File: config.mk
export PLATFORM = sky130hd
export DESIGN_NAME = roi_frame_capture
export DESIGN_NICKNAME = d
export VERILOG_FILES = /design/src/rtl/roi_frame_capture.sv
export SDC_FILE = /design/constraint.sdc
export NUM_CORES = 1
export LEC_CHECK = 0
export BUFFER_PORTS_ARGS = -buffer_cell sky130_fd_sc_hd__buf_2
export CAP_MARGIN = 20
export CORE_MARGIN = 5
export CORE_UTILIZATION = 25
export DETAILED_ROUTE_END_ITERATION = 10
export PLACE_DENSITY = 0.45
export RECOVER_POWER = 25
export SLEW_MARGIN = 20
export SYNTH_ARGS = -nofsm -noshare
export SYNTH_HDL_FRONTEND = slang
export SYNTH_SLANG_ARGS = --single-unit
File: constraint.sdc
create_clock -name iCLK -period 5.89 [get_ports iCLK]
set_input_delay 1.178 -clock iCLK [delete_from_list [all_inputs] [get_ports iCLK]]
set_output_delay 1.178 -clock iCLK [all_outputs]
set_load 0.005 [all_outputs]
File: src/rtl/roi_frame_capture.sv
// ROI crop / optional Bayer 2:1 decimation capture stage between sensor registers and RAW2RGB.
// Optional line-length checking is enabled with `define LINE_CHECK_EN.
module roi_frame_capture #(
  parameter int unsigned DATA_W  = 12,
  parameter int unsigned XW      = 16,
  parameter int unsigned YW      = 16,
  parameter int unsigned FRAME_W = 32
) (
  input  logic               iCLK,
  input  logic               iRST,
  input  logic [DATA_W-1:0]  iDATA,
  input  logic               iFVAL,
  input  logic               iLVAL,
  input  logic               iSTART,
  input  logic               iEND,
  input  logic [XW-1:0]      iX_START,
  input  logic [XW-1:0]      iX_SIZE,
  input  logic [YW-1:0]      iY_START,
  input  logic [YW-1:0]      iY_SIZE,
  input  logic               iDEC,
  output logic [DATA_W-1:0]  oDATA,
  output logic               oDVAL,
  output logic [XW-1:0]      oX_Cont,
  output logic [YW-1:0]      oY_Cont,
  output logic [FRAME_W-1:0] oFrame_Cont,
  output logic               oBUSY,
  output logic               oLINE_ERR
);

  typedef enum logic [1:0] {S_IDLE, S_ARMED, S_RUN, S_LAST} state_t;

  state_t              r_state, w_state_nxt;
  logic                w_frame_inc;
  logic                r_prev_fval, r_prev_lval;
  logic [XW-1:0]       r_rx;
  logic [YW-1:0]       r_ry;
  logic [XW-1:0]       r_x_start, r_x_size;
  logic [YW-1:0]       r_y_start, r_y_size;
  logic                r_dec;
  logic [DATA_W-1:0]   r_data;
  logic                r_dval;
  logic [XW-1:0]       r_x;
  logic [YW-1:0]       r_y;
  logic [FRAME_W-1:0]  r_frame;
  logic                r_busy;

  logic                w_fs, w_le, w_pix, w_active, w_dval;
  logic [XW-1:0]       w_x_start, w_x_size, w_ox, w_cx;
  logic [YW-1:0]       w_y_start, w_y_size, w_ry, w_oy, w_cy;
  logic                w_dec, w_in_win, w_keep;

  assign w_fs  = iFVAL & ~r_prev_fval;
  assign w_le  = ~iLVAL & r_prev_lval;
  assign w_pix = iFVAL & iLVAL;

  // On the frame-start cycle the window registers are still loading, so use the inputs directly.
  assign w_x_start = w_fs ? iX_START : r_x_start;
  assign w_x_size  = w_fs ? iX_SIZE  : r_x_size;
  assign w_y_start = w_fs ? iY_START : r_y_start;
  assign w_y_size  = w_fs ? iY_SIZE  : r_y_size;
  assign w_dec     = w_fs ? iDEC     : r_dec;
  assign w_ry      = w_fs ? '0       : r_ry;

  assign w_ox     = r_rx - w_x_start;
  assign w_oy     = w_ry - w_y_start;
  assign w_in_win = (w_ox < w_x_size) && (w_oy < w_y_size);
  assign w_keep   = ~w_dec | (~w_ox[1] & ~w_oy[1]);
  assign w_cx     = w_dec ? XW'({w_ox[XW-1:2], w_ox[0]}) : w_ox;
  assign w_cy     = w_dec ? YW'({w_oy[YW-1:2], w_oy[0]}) : w_oy;
  assign w_active = (r_state == S_RUN) || (r_state == S_LAST);
  assign w_dval   = w_active & w_pix & w_in_win & w_keep;

  // Capture FSM: start/stop only take effect on frame boundaries.
  always_comb begin
    w_state_nxt = r_state;
    w_frame_inc = 1'b0;
    case (r_state)
      S_IDLE:  if (iSTART && !iEND) w_state_nxt = S_ARMED;
      S_ARMED: begin
        if (iEND) begin
          w_state_nxt = S_IDLE;
        end else if (w_fs) begin
          w_state_nxt = S_RUN;
          w_frame_inc = 1'b1;
        end
      end
      S_RUN: begin
        if (w_fs) w_frame_inc = 1'b1;
        if (iEND) w_state_nxt = S_LAST;
      end
      S_LAST:  if (!iFVAL || w_fs) w_state_nxt = S_IDLE;
      default: w_state_nxt = S_IDLE;
    endcase
  end

  always_ff @(posedge iCLK) begin
    if (iRST) r_state <= S_IDLE;
    else      r_state <= w_state_nxt;
  end

  // Raw position counters and per-frame window latch.
  always_ff @(posedge iCLK) begin
    if (iRST) begin
      r_prev_fval <= 1'b0;
      r_prev_lval <= 1'b0;
      r_rx        <= '0;
      r_ry        <= '0;
      r_x_start   <= '0;
      r_x_size    <= '0;
      r_y_start   <= '0;
      r_y_size    <= '0;
      r_dec       <= 1'b0;
    end else begin
      r_prev_fval <= iFVAL;
      r_prev_lval <= iLVAL;
      if (w_le)                         r_rx <= '0;
      else if (w_pix && (r_rx != '1))   r_rx <= r_rx + XW'(1);
      if (w_fs)                                 r_ry <= '0;
      else if (w_le && iFVAL && (r_ry != '1))   r_ry <= r_ry + YW'(1);
      if (w_fs) begin
        r_x_start <= iX_START;
        r_x_size  <= iX_SIZE;
        r_y_start <= iY_START;
        r_y_size  <= iY_SIZE;
        r_dec     <= iDEC;
      end
    end
  end

  always_ff @(posedge iCLK) begin
    if (iRST) begin
      r_dval  <= 1'b0;
      r_data  <= '0;
      r_x     <= '0;
      r_y     <= '0;
      r_frame <= '0;
      r_busy  <= 1'b0;
    end else begin
      r_dval <= w_dval;
      r_data <= w_dval ? iDATA : '0;
      if (w_dval) begin
        r_x <= w_cx;
        r_y <= w_cy;
      end
      if (w_frame_inc) r_frame <= r_frame + FRAME_W'(1);
      r_busy <= (w_state_nxt != S_IDLE);
    end
  end

  assign oDATA       = r_data;
  assign oDVAL       = r_dval;
  assign oX_Cont     = r_x;
  assign oY_Cont     = r_y;
  assign oFrame_Cont = r_frame;
  assign oBUSY       = r_busy;

`ifdef LINE_CHECK_EN
  logic [XW-1:0] r_ref_len;
  logic          r_ref_vld;
  logic          r_line_err;

  // First line of each frame sets the reference; later mismatches latch the error.
  always_ff @(posedge iCLK) begin
    if (iRST) begin
      r_ref_len  <= '0;
      r_ref_vld  <= 1'b0;
      r_line_err <= 1'b0;
    end else if (w_fs) begin
      r_ref_vld <= 1'b0;
    end else if (w_le && iFVAL) begin
      if (!r_ref_vld) begin
        r_ref_len <= r_rx;
        r_ref_vld <= 1'b1;
      end else if ((r_rx != r_ref_len) && w_active) begin
        r_line_err <= 1'b1;
      end
    end
  end

  assign oLINE_ERR = r_line_err;
`else
  assign oLINE_ERR = 1'b0;
`endif

endmodule

==> metrics.md, run 1 <==
| Metric | Value |
|---|---|
| Async set-reset flop share out of synthesis | 0% |
| Commonest cells after routing, fill and taps aside | dfxtp_1, nor2_1, buf_2, nand2_1, ha_1 |
| Syn_nets | 1218 |
| Synth cell types | 68 |
| Hold Startpoint | r_x_start[0] |
| Vias in the first global route | approximately 7.6k |
| Maximum number of pins on one net before global-route repair | 67 |
| Seq pwr share | 41.8% |
| Via density | approximately 4.6 |
| CP arrival | 5.88 ns |
| Remaining routing DRC violations | 0 |
| CTS root buf | clkbuf_16 |
| Clock Pin Slew Worst Setup and Hold Paths | 0.07 ns |
| Max Buffers Root-to-Sink | 2 |
| Avg Cell Area, Syn | 8.733 um2 |
| Tot GR Track Use | 13.22% |
| Clock Sinks | 179 |
| Crit path capture type | flop |
| Static leakage | 5.054 nW |
| Worst Hold Class | flop to flop |
| H-Tree Depth | 4 |
| Final hold slack | 0.4695 ns |
| Initial Util | ~25% |
| Final-report setup violation count | 0 |
| Hold Path Depth | 2 |
| Startpoint types | primary input |
| Switching Fraction | 27.97% |
| Primary FF master, synth | dfxtp_1 |
| Pre-antenna DRT Iters | 5 |
| Fin nets | 1382 |
| Total power | 3.034 mW |
| WL/cell | between 15 and 20 um |
| Area delta synth->final | 22.64% |
| Yosys reg bits | 179 |
| Setup Crit Path Kind | primary input to flop |
| Post-DP HPWL | 21450 um |
| Global-route wire length before repair | 43150 um |
| Storage cell area | roughly 3600 um2 |
| Fmax | around 180 MHz |
| Worst skew pair latency | 0.44 ns |
| Reg-to-Reg Start | r_prev_fval |
| Die Wd | ~200 um |
| RSZ-0062 raised after global routing | false |
| Share of post-route cells with drive strength above 1 | 17.83% |
| Slew @ Worst Pin | 1.341 ns |
| DRT Wirelength | 27490 um |
| I/O Buffers | 160 |
| Power Density | 265.0 nW/um2 |
| Mapped Area | 9335 um2 |
| Cells after synthesis | between 1k and 1.5k |
| Final min period | 5.503 ns |
| Initial drt markers | roughly 390 |
| CTS resizes | 0 |
| Fill cell count | 3907 |
| Cts-stage hold buffer count | 0 |
| Fin crit share | between 90 and 100% |
| Die Area | 41300 um2 |
| Core ar. | 36700 um2 |
| # Max-Cap Violations | 0 |
| Initial antenna violation count | 5 |
| Switch Pwr | 0.8488 mW |
| Placer congestion estimate | between 0.7 and 0.8 |
| Max Clock Skew | 0.01349 ns |
| Worst endpoint required time | between 6 and 7 ns |
| ANT nets after route | 0 |
| Clk network pwr share | approximately two fifths |
| Cell-internal power | roughly 2.2 mW |
| Hold Vio Cnt, Final | 0 |
| GR Overflow Total | 0 |
| WHS Endpoint | r_x_start[0] |
| Seq/Total Area, Yosys | 38.39% |
| DR vias | 7843 |
| Max-slew headroom | 10.58% |
| Synthesis Warnings | 0 |
| Slew Limit Fails | 0 |
| Outcome | completed |
| Buffer count from post-CTS setup fixing | 0 |
| Reg-to-Reg End | oX_Cont[4] |
| Row count | 70 |
| Flop-to-flop setup slack | 0.65 ns |
| R2R depth | 19 |
| TritonCTS clock tree | done |
| Max IR drop VDD | 0.2098 mV |
| Multi-input gate area | roughly 5500 um2 |
| IO Pins | around 160 |
| Combinational Power Share | between 10% and 20% |
| Height of the die | a little over 200 um |
| Crit path max fanout | 19 |
| Number of synthesized flops with an enable pin | 0 |
| CTS buffer count | 17 |
| Commonest non-fill, non-tap cell in the layout | dfxtp_1 |
cells in the mapped netlist (4+ instances only):
cell type    n  area share (%)
mux2i_1     64             6.9
nor2_1     164             6.6
nand3b_1     4            0.32
xnor2_1     40             3.8
buf_1        9            0.36
a221o_1      6            0.64
nor2b_1     17             1.1
and3_1      17             1.1
nand2_1     80             3.2
a211oi_1     8            0.64
a21oi_1     48             2.6
nor3_1      17            0.91
and4_1       7            0.66
buf_2       10            0.54
o21ai_0     28             1.5
o211ai_1     6            0.48
nand4_1     23             1.5
a31oi_1      4            0.27
nand2b_1    11            0.74
and2_1      26             1.7
o311ai_1     4            0.38
a21o_1      14             1.1
ha_1        65             8.7
nand3_1     26             1.4
clkbuf_1    24            0.97
dfxtp_1    179              38
xor2_1      42             3.9
inv_1       36             1.4
o21a_1       5            0.40
a221oi_1     4            0.38
a311oi_1     7            0.66
nand4b_1     4            0.38
or3_1       15             1.0
sequential cells by signal, summed over array words and instances, names as in the netlist, 16 cells and up:
signal and cells:
r_ry 16, r_y_start 16, oX_Cont 16, r_rx 16, oY_Cont 16, r_x_start 16
r_x_size 16, oFrame_Cont 32, r_y_size 16
through the flow:
step | TNS, ns | std cells | cell area [um2] | utilization (%) | setup slack, ns
2_1_floorplan | 0 | 1069 | 9336 | - | 0.07826
3_3_place_gp | 0 | 1682 | 10840 | 29.53 | 0.004000
3_5_place_dp | -2.328 | 1682 | 10840 | 29.53 | -0.1316
4_1_cts | 0 | 1713 | 11460 | 31.24 | 0.3176
5_1_grt | 0 | 1714 | 11440 | 31.18 | 0.04379
6_report | 0 | 1716 | 11450 | 31.20 | 0.3874
routing by layer:
metal | vias to the layer above | track usage [%] | routed length, um
li1 | 4056 | - | -
met1 | 3608 | 17.99 | 13310
met2 | 139 | 19.93 | 12000
met3 | 32 | 4.039 | 1494
met5 | - | 0 | 69
met4 | 8 | 4.529 | 609
area by class of cell:
type                            instances  area share (%)
Sequential cell                       179           31.30
Clock buffer                           17           3.716
Clock inverter                         14           1.749
Tap cell                              468           5.115
Inverter                               36           1.180
Antenna cell                            3         0.06557
Timing Repair Buffer                  190           9.180
Multi-Input combinational cell        809           47.69
power groups by stage:
stage | sequential, mW | clock, mW | combinational (mW)
floorplan | 1.29 | 0 | 0.351
global placement | 1.30 | 0 | 0.532
detailed placement | 1.30 | 0 | 0.535
CTS | 1.27 | 1.29 | 0.538
global route | 1.27 | 1.34 | 0.600
finish | 1.27 | 1.24 | 0.526
cell families (layout without fill, tap and decap cells):
| group | count (synthesis) | count (layout) | synth area share (%) |
|---|---|---|---|
| DFF | 179 | 179 | 38.39 |
| other | 1 | 4 | 0.04017 |
| adders and majority gates | 67 | 67 | 9.047 |
| xor gates and xnor gates | 82 | 82 | 7.693 |
| AOI/OAI and AO/OA | 161 | 161 | 11.55 |
| and+or+nand+nor | 431 | 431 | 22.50 |
| buffers and inverters | 81 | 257 | 3.512 |
| muxes | 67 | 67 | 7.264 |
how the worst max path moves through the flow:
stage,startpoint,endpoint,slack (ns),cells after the start
detailed placement,iFVAL,oX_Cont[4],-0.13,22
global route,iFVAL,oX_Cont[1],0.04,21
floorplan,iFVAL,oY_Cont[7],0.08,22
CTS,iFVAL,oX_Cont[4],0.32,22
global placement,iFVAL,oX_Cont[1],0.004,20
finish,iFVAL,oX_Cont[4],0.39,20
critical path, stage by stage:
cell and delay [ns]:
buf_2 0.14, nand2b_4 0.14, mux2i_1 0.27, ha_1 0.31, or3_1 0.40, a31o_2 0.29
and4_1 0.20, a21o_1 0.25, o311ai_1 0.41, ha_1 0.33, a21oi_1 0.15, nor2b_1 0.07
o21ai_0 0.19, o2111a_1 0.27, o2111ai_1 0.14, nor3_2 0.23, o311ai_4 0.15, buf_4 0.23
or3_1 0.38, a21oi_1 0.13
(Power assumes the default switching activity.)
==> run 2, diff against run 1 <==
- PLACE_DENSITY: 0.45 -> 0.44
- REMOVE_ABC_BUFFERS: not set -> 1
- clock period: 5.89 -> 6.3 ns (I/O delays scaled with it)
==> run 2 against run 1 <==
Net effect:
- flip-flop and latch count did not move
- sequential share of layout area rose by 0.38 points
- sequential power fell by 6%
- die area did not move
- utilization fell by 0.37 points
- global-route usage rose by 0.080 points
- final area fell by 1.2%
==> metrics.md, run 2 (synthesized netlist as in run 1, its figures left out) <==
| Metric | Value |
|---|---|
| Outcome | completed |
| Cts-stage hold buffer count | 0 (unchanged) |
| Clock Sinks | 179 (unchanged) |
| Setup Crit Path Kind | primary input to flop |
| Most used cell along the critical path | ha_1 |
| Slew @ Worst Pin | 0.8824 ns (-0.4588 ns) |
| Commonest non-fill, non-tap cell in the layout | dfxtp_1 |
| RSZ-0062 raised after global routing | false |
| Fin crit share | between 90% and 100% |
| Worst Hold Class | flop to flop |
| Core ar. | 36700 um2 (unchanged) |
| Max Buffers Root-to-Sink | 2 (unchanged) |
| Worst path depth | 26 (+30%) |
| Pre-antenna DRT Iters | 4 (-1) |
| Max Clock Skew | 0.01119 ns (-0.002305 ns) |
| CP arrival | 6.08 ns (+0.20 ns) |
| Hold Vio Cnt, Final | 0 (unchanged) |
| Remaining routing DRC violations | 0 (unchanged) |
| I/O Buffers | 160 (unchanged) |
| Crit path max-delay family | simple AND/OR/NAND/NOR gates |
| Crit path max-delay cell type | or4_1 |
| Vias in the first global route | 7723 (+1.5%) |
| Slew Limit Fails | 0 (unchanged) |
| Slowest cell delay on critical path | 0.42 ns (about the same) |
| Crit path max fanout | 12 (-7) |
| Flop-to-flop setup slack | 1.05 ns (+0.40 ns) |
| Clock Pin Slew Worst Setup and Hold Paths | 0.07 ns (about the same) |
| Final-report setup violation count | 0 (unchanged) |
| Non-Filler Instances | 1704 (-0.70%) |
| GR Overflow Total | 0 (unchanged) |
| Startpoint types | primary input |
| CTS resizes | 0 (unchanged) |
| DRT Wirelength | 27480 um (about the same) |
| Reg-to-Reg End | oY_Cont[14] |
| Row count | 70 (unchanged) |
| Antenna diode count | 0 (-3) |
| PnR worst setup slack | 0.6038 ns (+0.2164 ns) |
| Fmax | 175.6 MHz |
| Placer congestion estimate | 0.8007 (+0.20%) |
| ANT nets after route | 0 (unchanged) |
| IO Pins | 162 (unchanged) |
| R2R depth | 17 (-2) |
| Commonest cells after routing, fill and taps aside | dfxtp_1, nor2_1, buf_2, nand2_1, ha_1 |
| Area delta synth->final | 21.16% |
| TritonCTS clock tree | done |
| Worst path buffer plus inverter count | 4 (+2) |
| Initial drt markers | 289 (-25%) |
| Height of the die | 203.2 um (unchanged) |
| Share of post-route cells with drive strength above 1 | 17.31% (-0.52 points) |
| Initial antenna violation count | 1 (-4) |
| Die Wd | 203.2 um (unchanged) |
| Max IR drop VDD | 0.1771 mV (-16%) |
| Reg-to-Reg Start | r_prev_fval |
| Initial Util | 25.44% (unchanged) |
| H-Tree Depth | 4 (unchanged) |
| Static leakage | 4.975 nW (-1.6%) |
| Worst setup startpoint | iFVAL |
| DR vias | 7811 (-0.41%) |
| Max-slew headroom | 41.17% (+31 points) |
| Post-DP HPWL | 21160 um (-1.3%) |
| Final min period | 5.696 ns |
| Fin nets | 1373 (-0.65%) |
| Worst endpoint required time | 6.68 ns (+0.41 ns) |
| Total power | 2.727 mW (-10%) |
| CTS buffer count | 17 (unchanged) |
| Via density | 4.584 (+0.29%) |
| CTS root buf | clkbuf_16 |
| Placed insts | 1673 (-0.54%) |
| Maximum number of pins on one net before global-route repair | 79 (+18%) |
| WL/cell | 16.13 um (+0.70%) |
| # Max-Cap Violations | 0 (unchanged) |
| Power Density | 241.1 nW/um2 (-9.0%) |
| Crit path capture type | flop |
| Max reg flops | 32 (unchanged) |
| Worst Setup Slack post-DPL | 0.09953 ns (+0.2312 ns) |
| Die Area | 41300 um2 (unchanged) |
| Buffer count from post-CTS setup fixing | 0 (unchanged) |
| Global-route wire length before repair | 43420 um (+0.62%) |
| Critical path capture point | oY_Cont[14] |
| Worst skew pair latency | 0.44 ns (about the same) |
| Tot GR Track Use | 13.30% (+0.080 points) |
-- run 2: changes by cell type in the layout (fill, tap and decap cells not counted), moves of 2 or more --
| cell | change |
|---|---|
| buf_4 | -5 |
| inv_6 | -2 |
| bufinv_16 | -3 |
| clkinvlp_4 | +2 |
| diode_2 | -3 |
| clkbuf_8 | +3 |
-- run 2: worst min path at each step --
| stage | from | endpoint | slack (ns) | depth (start not counted) |
|---|---|---|---|---|
| 5_1_grt | oX_Cont[10] | oX_Cont[10] | 0.48 | 2 |
| 6_report | oX_Cont[10] | oX_Cont[10] | 0.46 | 2 |
| 3_5_place_dp | oY_Cont[15] | oY_Cont[15] | 0.45 | 2 |
| 2_1_floorplan | r_x_start[0] | r_x_start[0] | 0.44 | 2 |
| 4_1_cts | oY_Cont[15] | oY_Cont[15] | 0.46 | 2 |
| 3_3_place_gp | oX_Cont[10] | oX_Cont[10] | 0.44 | 2 |
-- run 2: layout make-up --
class | count | area [um2]
fillers | 3914 | 25390
clock buffers | 21 | 470.5
repair buffers | 181 | 980.9
well taps | 468 | 585.6
clock inverters | 10 | 100.1
inverters | 36 | 135.1
flip-flops and latches | 179 | 3583
multi-input cells | 809 | 5455
-- run 2: metal layers --
metal	vias up	global-route usage, %	share of wire, %
li1	4037	-	-
met1	3609	18.09	49
met2	141	21.53	46
met3	22	2.767	3.6
met4	2	3.541	1.6
met5	-	0	0.025
-- run 2: worst reg2reg max path, delay by kind of cell (launching register included) --
kind | cells | cell delay, ns
compound gates | 5 | 1.34
fa+ha+maj | 2 | 0.66
buf+inv | 1 | 0.30
flops | 1 | 0.48
mux | 1 | 0.34
simple gates | 8 | 2.03
-- run 2: where the power goes --
part	internal, mW	switching [mW]	leakage, nW
Sequential	1.17	0.0197	1.45
Combinational	0.197	0.278	3.25
Clock	0.578	0.484	0.268
Total	1.94	0.782	4.98
-- run 2: stage by stage --
step / hold WS [ns] / util (%) / cell area [um2] / setup TNS [ns]
3_5_place_dp: 0.4488 / 29.31 / 10760 / 0
3_3_place_gp: 0.4387 / 29.31 / 10760 / 0
6_report: 0.4586 / 30.82 / 11310 / 0
2_1_floorplan: 0.4380 / - / 9143 / -95.36
4_1_cts: 0.4595 / 30.87 / 11330 / 0
5_1_grt: 0.4839 / 30.82 / 11310 / 0
==> run 3, diff against run 2 <==
- CORE_UTILIZATION: 25 -> 57
- PLACE_DENSITY: 0.44 -> 0.83
==> run 3 against run 2 <==
Net effect:
- the flow now finishes with violations (capacitance limit, slew limit)
- sequential share of layout area is 1.1 points higher
- clock power about the same
- die area down 54%
- critical endpoint is now oY_Cont[6]
==> metrics.md, run 3 (synthesized netlist as in run 1, its figures left out) <==
| Metric | Value |
|---|---|
| Final min period | 5.933 ns (+0.2372 ns) |
| Violated checks | capacitance limit, slew limit |
| GR met3 Demand/Resource | 5.370% (+2.6 points) |
| Placer congestion estimate | 0.8804 (+10%) |
| Fin crit share | 94.18% (+3.8 points) |
| Reg-to-Reg Start | r_prev_fval |
| Fin nets | 1367 (-0.44%) |
| Initial drt markers | 598 (+110%) |
| Remaining routing DRC violations | 0 (unchanged) |
| Power Density | 249.2 nW/um2 (+3.4%) |
| Worst Setup Slack post-DPL | 0.07688 ns (-0.02265 ns) |
| Share of post-route cells with drive strength above 1 | 15.31% (-2.0 points) |
| Met1 Use GR | 32.26% (+14 points) |
| Worst skew pair latency | 0.44 ns (about the same) |
| CTS buffer count | 17 (unchanged) |
| Hold Startpoint | oY_Cont[15] |
| H-Tree Depth | 4 (unchanged) |
| TritonCTS clock tree | done |
| Slowest cell delay on critical path | 0.56 ns (+0.14 ns) |
| Commonest cells after routing, fill and taps aside | dfxtp_1, nor2_1, buf_2, nand2_1, ha_1 |
| CTS resizes | 0 (unchanged) |
| Commonest non-fill, non-tap cell in the layout | dfxtp_1 |
| Vias in the first global route | 7881 (+2.0%) |
| Crit path max fanout | 24 (+12) |
| Max IR drop VDD | 0.2104 mV (+19%) |
| Max-slew headroom | -61.77% (-100 points) |
| Startpoint types | primary input |
| Setup Crit Path Kind | primary input to flop |
| PnR worst setup slack | 0.3666 ns (-0.2372 ns) |
| RSZ-0062 raised after global routing | false |
| Clock Pin Slew Worst Setup and Hold Paths | 0.07 ns (about the same) |
| Buffer count from post-CTS setup fixing | 0 (unchanged) |
| Die Wd | 138.0 um (-32%) |
| CTS root buf | clkbuf_16 |
| Global-route wire length before repair | 38110 um (-12%) |
| R2R depth | 17 (unchanged) |
| GR Overflow Total | 0 (unchanged) |
| Slew Limit Fails | 54 (+54) |
| Core ar. | 16000 um2 (-56%) |
| Most used cell along the critical path | buf_4 |
| Initial Util | 58.34% (+33 points) |
| WHS Endpoint | oY_Cont[15] |
| Finished Cell Area | 10920 um2 (-3.5%) |
| Crit path max-delay cell type | o311ai_4 |
| Hold Vio Cnt, Final | 0 (unchanged) |
| Worst endpoint required time | 6.64 ns (-0.04 ns) |
| ANT nets after route | 0 (unchanged) |
| Static leakage | 4.885 nW (-1.8%) |
| Post-route setup TNS | 0 ns (unchanged) |
| Tot GR Track Use | 25.10% (+12 points) |
| IO Pins | 162 (unchanged) |
| Crit path capture type | flop |
| Flop-to-flop setup slack | 0.90 ns (-0.15 ns) |
| Die Area | 19040 um2 (-54%) |
| Pre-antenna DRT Iters | 5 (+1) |
| Max Clock Skew | 0.01459 ns (+0.003397 ns) |
| Total power | 2.722 mW (-0.19%) |
| Max reg flops | 32 (unchanged) |
| Post-DP HPWL | 17540 um (-17%) |
| Reg-to-Reg End | oY_Cont[6] |
| Max Buffers Root-to-Sink | 2 (unchanged) |
| Clock Sinks | 179 (unchanged) |
| Met2 usage | 41.30% (+20 points) |
| # Max-Cap Violations | 1 (+1) |
| Area delta synth->final | 16.97% |
| Maximum number of pins on one net before global-route repair | 70 (-11%) |
| Crit path cell chain | buf_2 > buf_4 > nand2b_4 > buf_12 > buf_4 > and2_1 > ha_1 > o21ai_0 > a21oi_1 > o31ai_1 > nor4b_1 > nor3_1 > ha_1 > nand4_1 > or3_1 > o311ai_4 > buf_4 > a21oi_1 > a221oi_1 |
| Final-report setup violation count | 0 (unchanged) |
| Via density | 5.677 (+24%) |
| Worst Hold Class | flop to flop |
| Slew @ Worst Pin | 2.427 ns (+1.544 ns) |
| Layer carrying the most global-route usage | met2 |
| DR vias | 8198 (+5.0%) |
| Area post-placement | 10380 um2 (-3.5%) |
| Outcome | finished with violations |
| CP arrival | 6.27 ns (+0.19 ns) |
| Height of the die | 138.0 um (-32%) |
| Hold Path Depth | 2 (unchanged) |
| Fmax | 168.5 MHz (-4.0%) |
| DRT Wirelength | 23700 um (-14%) |
| WL/cell | 16.41 um (+1.8%) |
| Final hold slack | 0.4600 ns (+0.001372 ns) |
| I/O Buffers | 160 (unchanged) |
| Row count | 46 (-34%) |
| Initial antenna violation count | 0 (-1) |
| Cts-stage hold buffer count | 0 (unchanged) |
| Antenna diode count | 0 (unchanged) |
run 3: cell types whose count changed in the layout (fill, tap and decap cells not counted), moves of 2 or more:
| cell | delta |
|---|---|
| buf_2 | -14 |
| clkinvlp_4 | -2 |
| buf_4 | -7 |
| clkbuf_1 | +16 |
| bufinv_16 | +2 |
| clkbuf_8 | -2 |
run 3: worst max-delay path by stage:
stage / startpoint / endpoint / cells after the start
after floorplan: iFVAL / oDATA[0] / 17
after global placement: iFVAL / oX_Cont[11] / 21
after detailed placement: iFVAL / oY_Cont[6] / 19
after CTS: iFVAL / oY_Cont[6] / 19
after global routing: iFVAL / oX_Cont[9] / 21
final: iFVAL / oY_Cont[6] / 19
run 3: stage by stage:
stage | instances | utilization (%)
after global routing | 1444 | 68.24
after CTS | 1444 | 68.51
after global placement | 1415 | 64.89
final | 1444 | 68.24
after detailed placement | 1415 | 64.89
after floorplan | 1024 | -
run 3: worst max-delay path: cells and delay by family:
kind            cells  cell delay (ns)
compound gates      6             1.79
simple gates        6             1.55
buf+inv             5             1.07
fa+ha+maj           2             0.59
run 3: final cells by class:
type	count	area [um2]
clock buffer	20	446.7
clock inverter	9	132.6
fill	1336	5081
inverter	36	135.1
multi-input combinational	809	5453
sequential	179	3583
tap	216	270.3
timing repair buffer	175	898.4
run 3: power by group:
group          switching (mW)  total [mW]  internal, mW  leakage (nW)
Clock                   0.436        1.06         0.628         0.278
Combinational           0.276       0.469         0.193          3.15
Sequential             0.0191        1.19          1.17          1.45
Total                   0.731        2.72          1.99          4.88
run 3: per-layer routing:
layer	wire length, um	part of all wire (%)
met4	719	3.0
met1	10160	43
met5	0	0
met2	11110	47
met3	1714	7.2
